<file path="config.mk">
export PLATFORM = sky130hd
export DESIGN_NAME = gb_cpu_interrupt_ctrl_flat
export DESIGN_NICKNAME = d
export VERILOG_FILES = /design/src/rtl/gb_cpu_common_pkg.sv /design/src/rtl/gb_cpu_interrupt_ctrl_if.sv /design/src/rtl/gb_cpu_irq_priority.sv /design/src/rtl/gb_cpu_interrupt_ctrl.sv /design/src/flat_wrapper.sv
export SDC_FILE = /design/constraint.sdc
export NUM_CORES = 1
export LEC_CHECK = 0
export BUFFER_PORTS_ARGS = -buffer_cell sky130_fd_sc_hd__buf_2
export CAP_MARGIN = 20
export CELL_PAD_IN_SITES_DETAIL_PLACEMENT = 1
export CELL_PAD_IN_SITES_GLOBAL_PLACEMENT = 1
export CORE_MARGIN = 3
export CORE_UTILIZATION = 30
export DETAILED_ROUTE_END_ITERATION = 12
export PLACE_DENSITY = 0.71
export SYNTH_ARGS = -nofsm -noshare
export SYNTH_HDL_FRONTEND = slang
export SYNTH_SLANG_ARGS = --single-unit
</file>
<file path="constraint.sdc">
create_clock -name clk -period 3.48 [get_ports clk]
set_input_delay 0 -clock clk [delete_from_list [all_inputs] [get_ports clk]]
set_output_delay 0 -clock clk [all_outputs]
set_load 0.02 [all_outputs]
</file>
<file path="src/rtl/gb_cpu_common_pkg.sv">
// Shared CPU types and constants used by the interrupt controller.
// Holds state encoding, IRQ bit indices and dispatch sequencing constants.
package gb_cpu_common_pkg;

    typedef enum logic [1:0] {
        INT_RUN,
        INT_HALT,
        INT_DISPATCH
    } int_state_t;

    localparam int IRQ_COUNT  = 5;
    localparam int IRQ_VBLANK = 0;
    localparam int IRQ_LCD    = 1;
    localparam int IRQ_TIMER  = 2;
    localparam int IRQ_SERIAL = 3;
    localparam int IRQ_JOYPAD = 4;

    localparam int DISPATCH_STEPS = 5;

    localparam logic [2:0] STEP_PCL  = 3'd3;
    localparam logic [2:0] STEP_LAST = 3'(DISPATCH_STEPS - 1);

endpackage

</file>
<file path="src/rtl/gb_cpu_interrupt_ctrl_if.sv">
// Scheduler/register-bus side signals of the interrupt controller.
// master drives requests and strobes, slave is the controller.
interface gb_cpu_interrupt_ctrl_if
    import gb_cpu_common_pkg::*;
#(
    parameter int NUM_IRQ = IRQ_COUNT
) ();

    logic               boundary_i;
    logic [NUM_IRQ-1:0] irq_i;
    logic               ie_wr_i;
    logic               if_wr_i;
    logic [7:0]         reg_wdata_i;
    logic               ei_i;
    logic               di_i;
    logic               reti_i;
    logic               halt_i;
    logic [7:0]         ie_o;
    logic [7:0]         if_o;
    logic               ime_o;
    logic               halted_o;
    logic               halt_bug_o;
    logic               dispatch_o;
    logic [2:0]         dispatch_step_o;
    logic [7:0]         vector_o;

    modport master (
        output boundary_i, irq_i, ie_wr_i, if_wr_i, reg_wdata_i,
        output ei_i, di_i, reti_i, halt_i,
        input  ie_o, if_o, ime_o, halted_o, halt_bug_o,
        input  dispatch_o, dispatch_step_o, vector_o
    );

    modport slave (
        input  boundary_i, irq_i, ie_wr_i, if_wr_i, reg_wdata_i,
        input  ei_i, di_i, reti_i, halt_i,
        output ie_o, if_o, ime_o, halted_o, halt_bug_o,
        output dispatch_o, dispatch_step_o, vector_o
    );

endinterface

</file>
<file path="src/rtl/gb_cpu_irq_priority.sv">
// Fixed-priority interrupt arbiter: lowest set pending bit wins.
// Purely combinational; produces the bit index and its jump vector.
module gb_cpu_irq_priority #(
    parameter int         NUM_IRQ       = 5,
    parameter logic [7:0] VECTOR_BASE   = 8'h40,
    parameter logic [7:0] VECTOR_STRIDE = 8'd8
) (
    input  logic [NUM_IRQ-1:0] pending,
    output logic               valid,
    output logic [2:0]         idx,
    output logic [7:0]         vector
);

    always_comb begin
        idx = '0;
        for (int i = NUM_IRQ - 1; i >= 0; i--) begin
            if (pending[i]) idx = 3'(i);
        end
    end

    assign valid  = |pending;
    assign vector = VECTOR_BASE + VECTOR_STRIDE * {5'd0, idx};

endmodule

</file>
<file path="src/rtl/gb_cpu_interrupt_ctrl.sv">
// IE/IF/IME ownership, EI delay, HALT and the 5 M-cycle dispatch.
// Runs on the M-clock and overrides the scheduler while dispatching.
module gb_cpu_interrupt_ctrl
    import gb_cpu_common_pkg::*;
#(
    parameter int         NUM_IRQ       = IRQ_COUNT,
    parameter logic [7:0] VECTOR_BASE   = 8'h40,
    parameter logic [7:0] VECTOR_STRIDE = 8'd8
) (
    input logic                    clk,
    input logic                    reset,
    gb_cpu_interrupt_ctrl_if.slave bus
);

    int_state_t         state_q, state_d;
    logic [2:0]         step_q, step_d;
    logic [7:0]         ie_q;
    logic [NUM_IRQ-1:0] if_q, if_d;
    logic               ime_q, ime_d;
    logic               eip_q, eip_d;
    logic               bug_q, bug_d;
    logic [7:0]         vec_q, vec_d;

    logic [NUM_IRQ-1:0] pending;
    logic               any_pending;
    logic               ime_eff;
    logic               at_pcl;
    logic               take;
    logic               arb_valid;
    logic [2:0]         arb_idx;
    logic [7:0]         arb_vec;
    logic [7:0]         sel_vec;

    assign pending     = ie_q[NUM_IRQ-1:0] & if_q;
    assign any_pending = |pending;
    // IME as seen by this boundary: a maturing EI or RETI counts, DI vetoes
    assign ime_eff     = (ime_q | eip_q | bus.reti_i) & ~bus.di_i;
    assign at_pcl      = (state_q == INT_DISPATCH) && (step_q == STEP_PCL);
    assign sel_vec     = arb_valid ? arb_vec : 8'h00;

    gb_cpu_irq_priority #(
        .NUM_IRQ       (NUM_IRQ),
        .VECTOR_BASE   (VECTOR_BASE),
        .VECTOR_STRIDE (VECTOR_STRIDE)
    ) u_prio (
        .pending (pending),
        .valid   (arb_valid),
        .idx     (arb_idx),
        .vector  (arb_vec)
    );

    always_comb begin
        state_d = state_q;
        step_d  = step_q;
        bug_d   = 1'b0;
        vec_d   = vec_q;
        take    = 1'b0;
        ime_d   = ime_q;
        eip_d   = bus.ei_i | (eip_q & ~bus.boundary_i);
        if (bus.boundary_i && eip_q) ime_d = 1'b1;
        if (bus.reti_i) ime_d = 1'b1;
        if (bus.di_i) begin
            ime_d = 1'b0;
            eip_d = 1'b0;
        end
        unique case (state_q)
            INT_RUN: begin
                if (bus.boundary_i && ime_eff && any_pending) begin
                    state_d = INT_DISPATCH;
                    step_d  = '0;
                    take    = 1'b1;
                end else if (bus.boundary_i && bus.halt_i) begin
                    if (!ime_eff && any_pending) bug_d = 1'b1;
                    else state_d = INT_HALT;
                end
            end
            INT_HALT: begin
                if (any_pending) begin
                    step_d = '0;
                    if (ime_q) begin
                        state_d = INT_DISPATCH;
                        take    = 1'b1;
                    end else begin
                        state_d = INT_RUN;
                    end
                end
            end
            INT_DISPATCH: begin
                step_d = step_q + 3'd1;
                if (at_pcl) vec_d = sel_vec;
                if (step_q == STEP_LAST) begin
                    state_d = INT_RUN;
                    step_d  = '0;
                end
            end
            default: state_d = INT_RUN;
        endcase
        if (take) begin
            ime_d = 1'b0;
            eip_d = 1'b0;
        end
    end

    // request pulses are ORed in last so a same-cycle set always wins
    always_comb begin
        if_d = if_q;
        if (bus.if_wr_i) if_d = bus.reg_wdata_i[NUM_IRQ-1:0];
        if (at_pcl && arb_valid) if_d[arb_idx] = 1'b0;
        if_d = if_d | bus.irq_i;
    end

    always_ff @(posedge clk or posedge reset) begin
        if (reset) begin
            state_q <= INT_RUN;
            step_q  <= '0;
            ie_q    <= '0;
            if_q    <= '0;
            ime_q   <= 1'b0;
            eip_q   <= 1'b0;
            bug_q   <= 1'b0;
            vec_q   <= '0;
        end else begin
            state_q <= state_d;
            step_q  <= step_d;
            if (bus.ie_wr_i) ie_q <= bus.reg_wdata_i;
            if_q    <= if_d;
            ime_q   <= ime_d;
            eip_q   <= eip_d;
            bug_q   <= bug_d;
            vec_q   <= vec_d;
        end
    end

    assign bus.ie_o            = ie_q;
    assign bus.if_o            = {{(8 - NUM_IRQ){1'b1}}, if_q};
    assign bus.ime_o           = ime_q;
    assign bus.halted_o        = (state_q == INT_HALT);
    assign bus.halt_bug_o      = bug_q;
    assign bus.dispatch_o      = (state_q == INT_DISPATCH);
    assign bus.dispatch_step_o = step_q;
    assign bus.vector_o        = at_pcl ? sel_vec : vec_q;

endmodule

</file>
<file path="src/flat_wrapper.sv">
// flat-port wrapper written by rule: the top's interface ports become plain ports
module gb_cpu_interrupt_ctrl_flat import gb_cpu_common_pkg::*;
#(
    parameter int         NUM_IRQ       = IRQ_COUNT,
    parameter logic [7:0] VECTOR_BASE   = 8'h40,
    parameter logic [7:0] VECTOR_STRIDE = 8'd8
)
  (clk, reset, bus_boundary_i, bus_irq_i, bus_ie_wr_i, bus_if_wr_i, bus_reg_wdata_i, bus_ei_i, bus_di_i, bus_reti_i, bus_halt_i, bus_ie_o, bus_if_o, bus_ime_o, bus_halted_o, bus_halt_bug_o, bus_dispatch_o, bus_dispatch_step_o, bus_vector_o);
  gb_cpu_interrupt_ctrl_if #(.NUM_IRQ(NUM_IRQ)) bus_i ();
  input logic clk;
  input logic reset;
  input wire logic [$bits(bus_i.boundary_i)-1:0] bus_boundary_i;
  input wire logic [$bits(bus_i.irq_i)-1:0] bus_irq_i;
  input wire logic [$bits(bus_i.ie_wr_i)-1:0] bus_ie_wr_i;
  input wire logic [$bits(bus_i.if_wr_i)-1:0] bus_if_wr_i;
  input wire logic [$bits(bus_i.reg_wdata_i)-1:0] bus_reg_wdata_i;
  input wire logic [$bits(bus_i.ei_i)-1:0] bus_ei_i;
  input wire logic [$bits(bus_i.di_i)-1:0] bus_di_i;
  input wire logic [$bits(bus_i.reti_i)-1:0] bus_reti_i;
  input wire logic [$bits(bus_i.halt_i)-1:0] bus_halt_i;
  output wire logic [$bits(bus_i.ie_o)-1:0] bus_ie_o;
  output wire logic [$bits(bus_i.if_o)-1:0] bus_if_o;
  output wire logic [$bits(bus_i.ime_o)-1:0] bus_ime_o;
  output wire logic [$bits(bus_i.halted_o)-1:0] bus_halted_o;
  output wire logic [$bits(bus_i.halt_bug_o)-1:0] bus_halt_bug_o;
  output wire logic [$bits(bus_i.dispatch_o)-1:0] bus_dispatch_o;
  output wire logic [$bits(bus_i.dispatch_step_o)-1:0] bus_dispatch_step_o;
  output wire logic [$bits(bus_i.vector_o)-1:0] bus_vector_o;
  assign bus_i.boundary_i = bus_boundary_i;
  assign bus_i.irq_i = bus_irq_i;
  assign bus_i.ie_wr_i = bus_ie_wr_i;
  assign bus_i.if_wr_i = bus_if_wr_i;
  assign bus_i.reg_wdata_i = bus_reg_wdata_i;
  assign bus_i.ei_i = bus_ei_i;
  assign bus_i.di_i = bus_di_i;
  assign bus_i.reti_i = bus_reti_i;
  assign bus_i.halt_i = bus_halt_i;
  assign bus_ie_o = bus_i.ie_o;
  assign bus_if_o = bus_i.if_o;
  assign bus_ime_o = bus_i.ime_o;
  assign bus_halted_o = bus_i.halted_o;
  assign bus_halt_bug_o = bus_i.halt_bug_o;
  assign bus_dispatch_o = bus_i.dispatch_o;
  assign bus_dispatch_step_o = bus_i.dispatch_step_o;
  assign bus_vector_o = bus_i.vector_o;
  gb_cpu_interrupt_ctrl #(.NUM_IRQ(NUM_IRQ), .VECTOR_BASE(VECTOR_BASE), .VECTOR_STRIDE(VECTOR_STRIDE)) u_core (.clk(clk), .reset(reset), .bus(bus_i));
endmodule
</file>
==> results.toml, run 1 <==
[outcome]
status = "finished, final reports clean"

[power]
p_switching_w = 0.000469
share_comb_of_total_power = 0.374
peakVddDrop_mv = 0.194
intPower_w = 0.000708
totalPowerFinal_w = 0.00118
pwr-share-seq = 0.392
powerDensity_nw_per_um2 = 596
clkPwrFrac = 0.234
power_leakage_nw = 0.995
switching_share = 0.399

[routing]
drc = 0
wl_per_cell_um = 16.6
drtPass1Iterations = 4
antenna_left = 0
viasPerCell = 4.96
routed_wl_um = 4240
drtIter0Drc = 51
via_count = 1264

[timing]
fin_ws_ns = 1.63
finalSetupTns_ns = 0
clock_skew_ns = 0.00655
max_slew_margin = 0.602
drv_slew = 0
hold_violations = 0
clock.fmax_mhz = 539
finalCriticalPeriod_ns = 1.85
rsz0062_at_grt = "no"
fin_crit_sh = 0.533
timing.hold.ws_ns = 0.00155
worst_pin_slew_ns = 0.592
setup_viol = 0

[worst_setup_path]
crit_chain = "o31ai_1 > nand4_1 > dlygate4sd3_1 > nor2_1"
critical_path_depth = 4
crit_fanout = 4
cp_num_buf_inv = 1
cp-start-kind = "flip-flop"
arrival_ns = 2.07
critPathCaptureType = "flip-flop"
crit_slowest_cell = "dlygate4sd3_1"
cp.required_ns = 3.69
crit_family = "buffers and inverters"
crit_type = "flip-flop to flip-flop"
r2r.worst_path.cells = 4
max_stage_delay_ns = 0.59

[synthesis]
synthTopCellsByCount = "29 x dfrtp_1, 11 x nand2_1, 8 x and2_1, 8 x mux2_2"
syn_area_um2 = 1440
yosys-top-cells-area = "dfrtp_1 50%, mux2_2 6.2%, and2_1 3.5%"
syn-instance-count = 136
postSynth.asyncResetShare = 1.00
synth_top_cell_area_share = 0.503
ys.flop_type = "dfrtp_1"
synth_edf_count = 0
ys_ff_latch = 29
yosysMostFrequentCell = "dfrtp_1"
syn_avg_cell_area_um2 = 10.6
synth_top_cell_by_area = "dfrtp_1"
ys_types = 38
ys_seq_area_frac = 0.503
ys_warn_count = 0

[clocking]
cts_setup_buffers = 0
cts_buffer_depth = 2
clock-root-buffer = "clkbuf_8"
cts_tree = "done"
cts_num_sinks = 29
clk_pin_slew_worst_paths_ns = 0.07
post_cts_resized = 0
clkLatencyLatePin_ns = 0.28
ctsHtreeMaxLevel = 2
cts_buffers = 5

[layout]
drive_gt1_frac = 0.355
syn2layout_area_growth_pct = 36.9
diodes = 0
nFillCells = 533
nNetsFinal = 227
fin_area_um2 = 1970

[floorplan]
core-area_um2 = 4500
io_pins = 53
die_x_um = 75.3
start_util = 0.320
die_area_um2 = 5680
die_y_um = 75.3
rows = 24

[placed_design]
place_ws_ns = 1.95
portBuffers = 49
hpwl_um = 3110
gp_congestion = 0.870
placed_cell_area_um2 = 1740

[global_routing]
antenna_found_initial = 0
grt_util_met2 = 0.292
use_met3 = 0.0369
grt_pass1_wl_um = 6690
grt_util_all_layers = 0.159
grt_busiest_layer = "met2"
first_global_vias = 1370
gr-total-overflow = 0
grt_max_degree = 23
met1_usage = 0.177

[flow_run]
max_cap_viol_count = 0

[worst_hold_path]
hold_class = "input port to flip-flop"
hold_depth = 3
## flip-flops by register name (all words and copies together) (netlist names)
name                        count
u_core.if_q                     5
u_core.eip_q                    1
u_core.bus.dispatch_step_o      3
u_core.vec_q                    8
u_core.bus.ime_o                1
u_core.bus.ie_o                 8
u_core.bus.halt_bug_o           1
u_core.state_q                  2
## power by group through the flow
stage / clock network [W] / registers [W] / logic, W
after floorplan: 0 / 0.000492 / 0.000260
after global placement: 0 / 0.000458 / 0.000408
after detailed placement: 0 / 0.000466 / 0.000429
after CTS: 0.000281 / 0.000460 / 0.000446
after global routing: 0.000298 / 0.000471 / 0.000491
final: 0.000275 / 0.000462 / 0.000441
## layer usage
metal / routed length (um) / share of wire
met3: 108 / 0.025
met5: 0 / 0
met2: 2290 / 0.54
met1: 1800 / 0.42
met4: 44 / 0.010
## stage by stage
step,utilization,std cells
2_1_floorplan,-,138
3_5_place_dp,0.386,232
3_3_place_gp,0.380,231
4_1_cts,0.438,255
6_report,0.438,255
5_1_grt,0.438,255
## worst paths after layout
kind	start	to	slack (ns)
max	u_core.bus.ime_o$_DFFE_PP0P_	u_core.bus.halt_bug_o$_DFF_PP0_	1.63
min	bus_irq_i[1]	u_core.if_q[1]$_DFF_PP0_	0.002
min in group asynchronous	reset	u_core.state_q[0]$_DFFE_PP0P_	0.25
min reg2reg	u_core.vec_q[7]$_DFFE_PP0P_	u_core.vec_q[7]$_DFFE_PP0P_	0.48
max reg2reg	u_core.bus.ime_o$_DFFE_PP0P_	u_core.bus.halt_bug_o$_DFF_PP0_	1.63
max in group asynchronous	reset	u_core.bus.ie_o[4]$_DFFE_PP0P_	2.77
## worst min-delay path, cell delays in order
cell and delay (ns):
buf_2 0.09, a211oi_1 0.04, a21oi_1 0.11
## final cells by class
class                           count  area (um^2)  area share
Multi-Input combinational cell     95          652       0.330
Clock buffer                        5         68.8      0.0349
Inverter                            6         22.5      0.0114
Tap cell                           52         65.1      0.0330
Clock inverter                      3         17.5     0.00887
Timing Repair Buffer               65          423       0.214
Sequential cell                    29          726       0.368
## logic make-up after synthesis
logic type	count (synthesis)	synth area share
and+or+nand+nor	46	0.173
other	1	0.00260
DFF	29	0.503
AOI/OAI and AO/OA	33	0.168
adders and majority gates	3	0.0260
muxes	10	0.0763
buffers and inverters	14	0.0503
## layout by cell type, fill, tap and decap left out, drive strengths merged, types with 4 or more instances in the layout
| cell type | instances |
|---|---|
| a21o | 4 |
| a21oi | 5 |
| and2 | 8 |
| buf | 50 |
| clkbuf | 5 |
| dfrtp | 29 |
| dlygate4sd3 | 15 |
| inv | 6 |
| mux2 | 8 |
| nand2 | 12 |
| nand3 | 4 |
| nor2 | 6 |
| nor2b | 6 |
| nor3 | 7 |
| o21ai | 4 |
## timing repair
action	4_1_cts	5_1_grt
hold buffers	15	0
endpoints found under the hold margin	22	0
setup endpoints to repair	0	0
Power figures use the tool's default switching activity.
==> run 2: changes to the inputs <==
==> constraint.sdc (replaced) <==
create_clock -name clk -period 1.8 [get_ports clk]
set_input_delay 0 -clock clk [delete_from_list [all_inputs] [get_ports clk]]
set_output_delay 0 -clock clk [all_outputs]
set_load 0.02 [all_outputs]
==> results.toml, run 2 (same netlist as run 1, synthesis figures left out) <==
[outcome]
status = "finished, final reports clean"

[floorplan]
start_util = 0.320
io_pins = 53
core-area_um2 = 4500
die_area_um2 = 5680
rows = 24
die_x_um = 75.3
die_y_um = 75.3

[flow_run]
max_cap_viol_count = 0

[timing]
finalCriticalPeriod_ns = 1.67
finalSetupTns_ns = 0
setup_viol = 0
worst_pin_slew_ns = 0.579
drv_slew = 0
fin_crit_sh = 0.927
hold_violations = 0
clock.fmax_mhz = 599
clock_skew_ns = 0.00547
rsz0062_at_grt = "no"
max_slew_margin = 0.610

[global_routing]
grt_util_all_layers = 0.165
antenna_found_initial = 0
grt_pass1_wl_um = 6840
first_global_vias = 1385
gr-total-overflow = 0
grt_max_degree = 30

[clocking]
cts_num_sinks = 29
clk_pin_slew_worst_paths_ns = 0.07
ctsHtreeMaxLevel = 2
clkLatencyLatePin_ns = 0.28
cts_tree = "done"
cts_buffer_depth = 2
clock-root-buffer = "clkbuf_8"
cts_buffers = 5

[routing]
drc = 0
viasPerCell = 5.07
via_count = 1312
antenna_left = 0
routed_wl_um = 4490
wl_per_cell_um = 17.3
drtPass1Iterations = 3
drtIter0Drc = 50

[power]
totalPowerFinal_w = 0.00249
peakVddDrop_mv = 0.483
powerDensity_nw_per_um2 = 1220
power_leakage_nw = 1.03

[layout]
drive_gt1_frac = 0.396
syn2layout_area_growth_pct = 41.1
nFillCells = 525
final_cell_mix = "49 x buf_2, 27 x dfrtp_1, 14 x dlygate4sd3_1"
fin_area_um2 = 2040
nNetsFinal = 232
regArea_um2 = 728
diodes = 0
multiInputGateArea_um2 = 686
final_common_cell = "buf_2"

[worst_setup_path]
cp.required_ns = 1.80
crit_chain = "a22oi_2 > nand2_2 > nor3_4 > a21o_1 > buf_2"
critPathCaptureType = "output pin"
crit_slowest_cell = "dfrtp_1"
max_stage_delay_ns = 0.41
cp-start-kind = "flip-flop"
crit_fanout = 4
crit_type = "flip-flop to output pin"
arrival_ns = 1.67

[placed_design]
placed_cell_area_um2 = 1720
hpwl_um = 3020
gp_congestion = 0.814
portBuffers = 49

[worst_hold_path]
hold_class = "input port to flip-flop"
## run 2: changes by cell type in the layout (fill, tap and decap cells not counted), moves of 2 or more
| cell | change |
|---|---|
| dfrtp_1 | -2 |
| nand2_2 | +2 |
| dfrtp_2 | +2 |
| buf_4 | +6 |
## run 2: through the flow
stage               setup WS, ns  instances  hold WS (ns)  utilization
floorplan                  0.152        138        0.0735            -
global placement           0.342        232        0.0929        0.381
detailed placement         0.220        232         0.102        0.381
CTS                       0.0232        256       0.00757        0.444
global route             0.00414        259        0.0194        0.452
finish                     0.131        259       0.00880        0.452
## run 2: final timing paths
path / depth (start not counted) / start / endpoint / slack [ns]
worst max-delay path: 5 / u_core.bus.ie_o[3]$_DFFE_PP0P_ / bus_vector_o[5] / 0.13
worst min-delay path: 3 / bus_boundary_i / u_core.bus.halt_bug_o$_DFF_PP0_ / 0.009
worst max register to register: 7 / u_core.bus.dispatch_step_o[1]$_DFFE_PP0P_ / u_core.bus.dispatch_step_o[0]$_DFFE_PP0P_ / 0.32
worst min register to register: 1 / u_core.vec_q[7]$_DFFE_PP0P_ / u_core.vec_q[7]$_DFFE_PP0P_ / 0.47
max in group asynchronous: 4 / reset / u_core.state_q[0]$_DFFE_PP0P_ / 1.16
min in group asynchronous: 4 / reset / u_core.bus.ie_o[5]$_DFFE_PP0P_ / 0.34
## run 2: per-layer routing
| metal | vias to the layer above | wire, um | GRT usage |
|---|---|---|---|
| met2 | 31 | 2380 | 0.291 |
| li1 | 622 | - | - |
| met1 | 648 | 1850 | 0.186 |
| met3 | 11 | 130 | 0.0356 |
| met4 | 0 | 121 | 0.0835 |
| met5 | - | 0 | 0 |
## run 2: power by group
part | total, W | internal (W) | switching, W | leakage, nW
registers | 0.000883 | 0.000774 | 0.000109 | 0.350
logic | 0.000956 | 0.000379 | 0.000577 | 0.626
clock network | 0.000653 | 0.000402 | 0.000251 | 0.0540
total | 0.00249 | 0.00155 | 0.000938 | 1.03
## run 2: area by class of cell
cell class	count	area share
flip-flops and latches	29	0.358
clock inverters	2	0.0172
clock buffers	5	0.0338
multi-input cells	96	0.337
well taps	52	0.0320
repair buffers	69	0.211
inverters	6	0.0111
## run 2: what timing repair did
item | CTS | global route
endpoints found under the hold margin | 44 | 0
cloned | 0 | 1
buffers inserted | 3 | 2
setup endpoints to repair | 2 | 3
pin swaps | 0 | 3
resized for setup | 2 | 5
hold buffers | 14 | 0
## run 2: critical path: cells and delay by family, from the launching register on
kind	cells	cell delay, ns
AO/OA/AOI/OAI	2	0.45
AND/OR/NAND/NOR	2	0.37
flip-flops	1	0.41
buffers and inverters	1	0.16
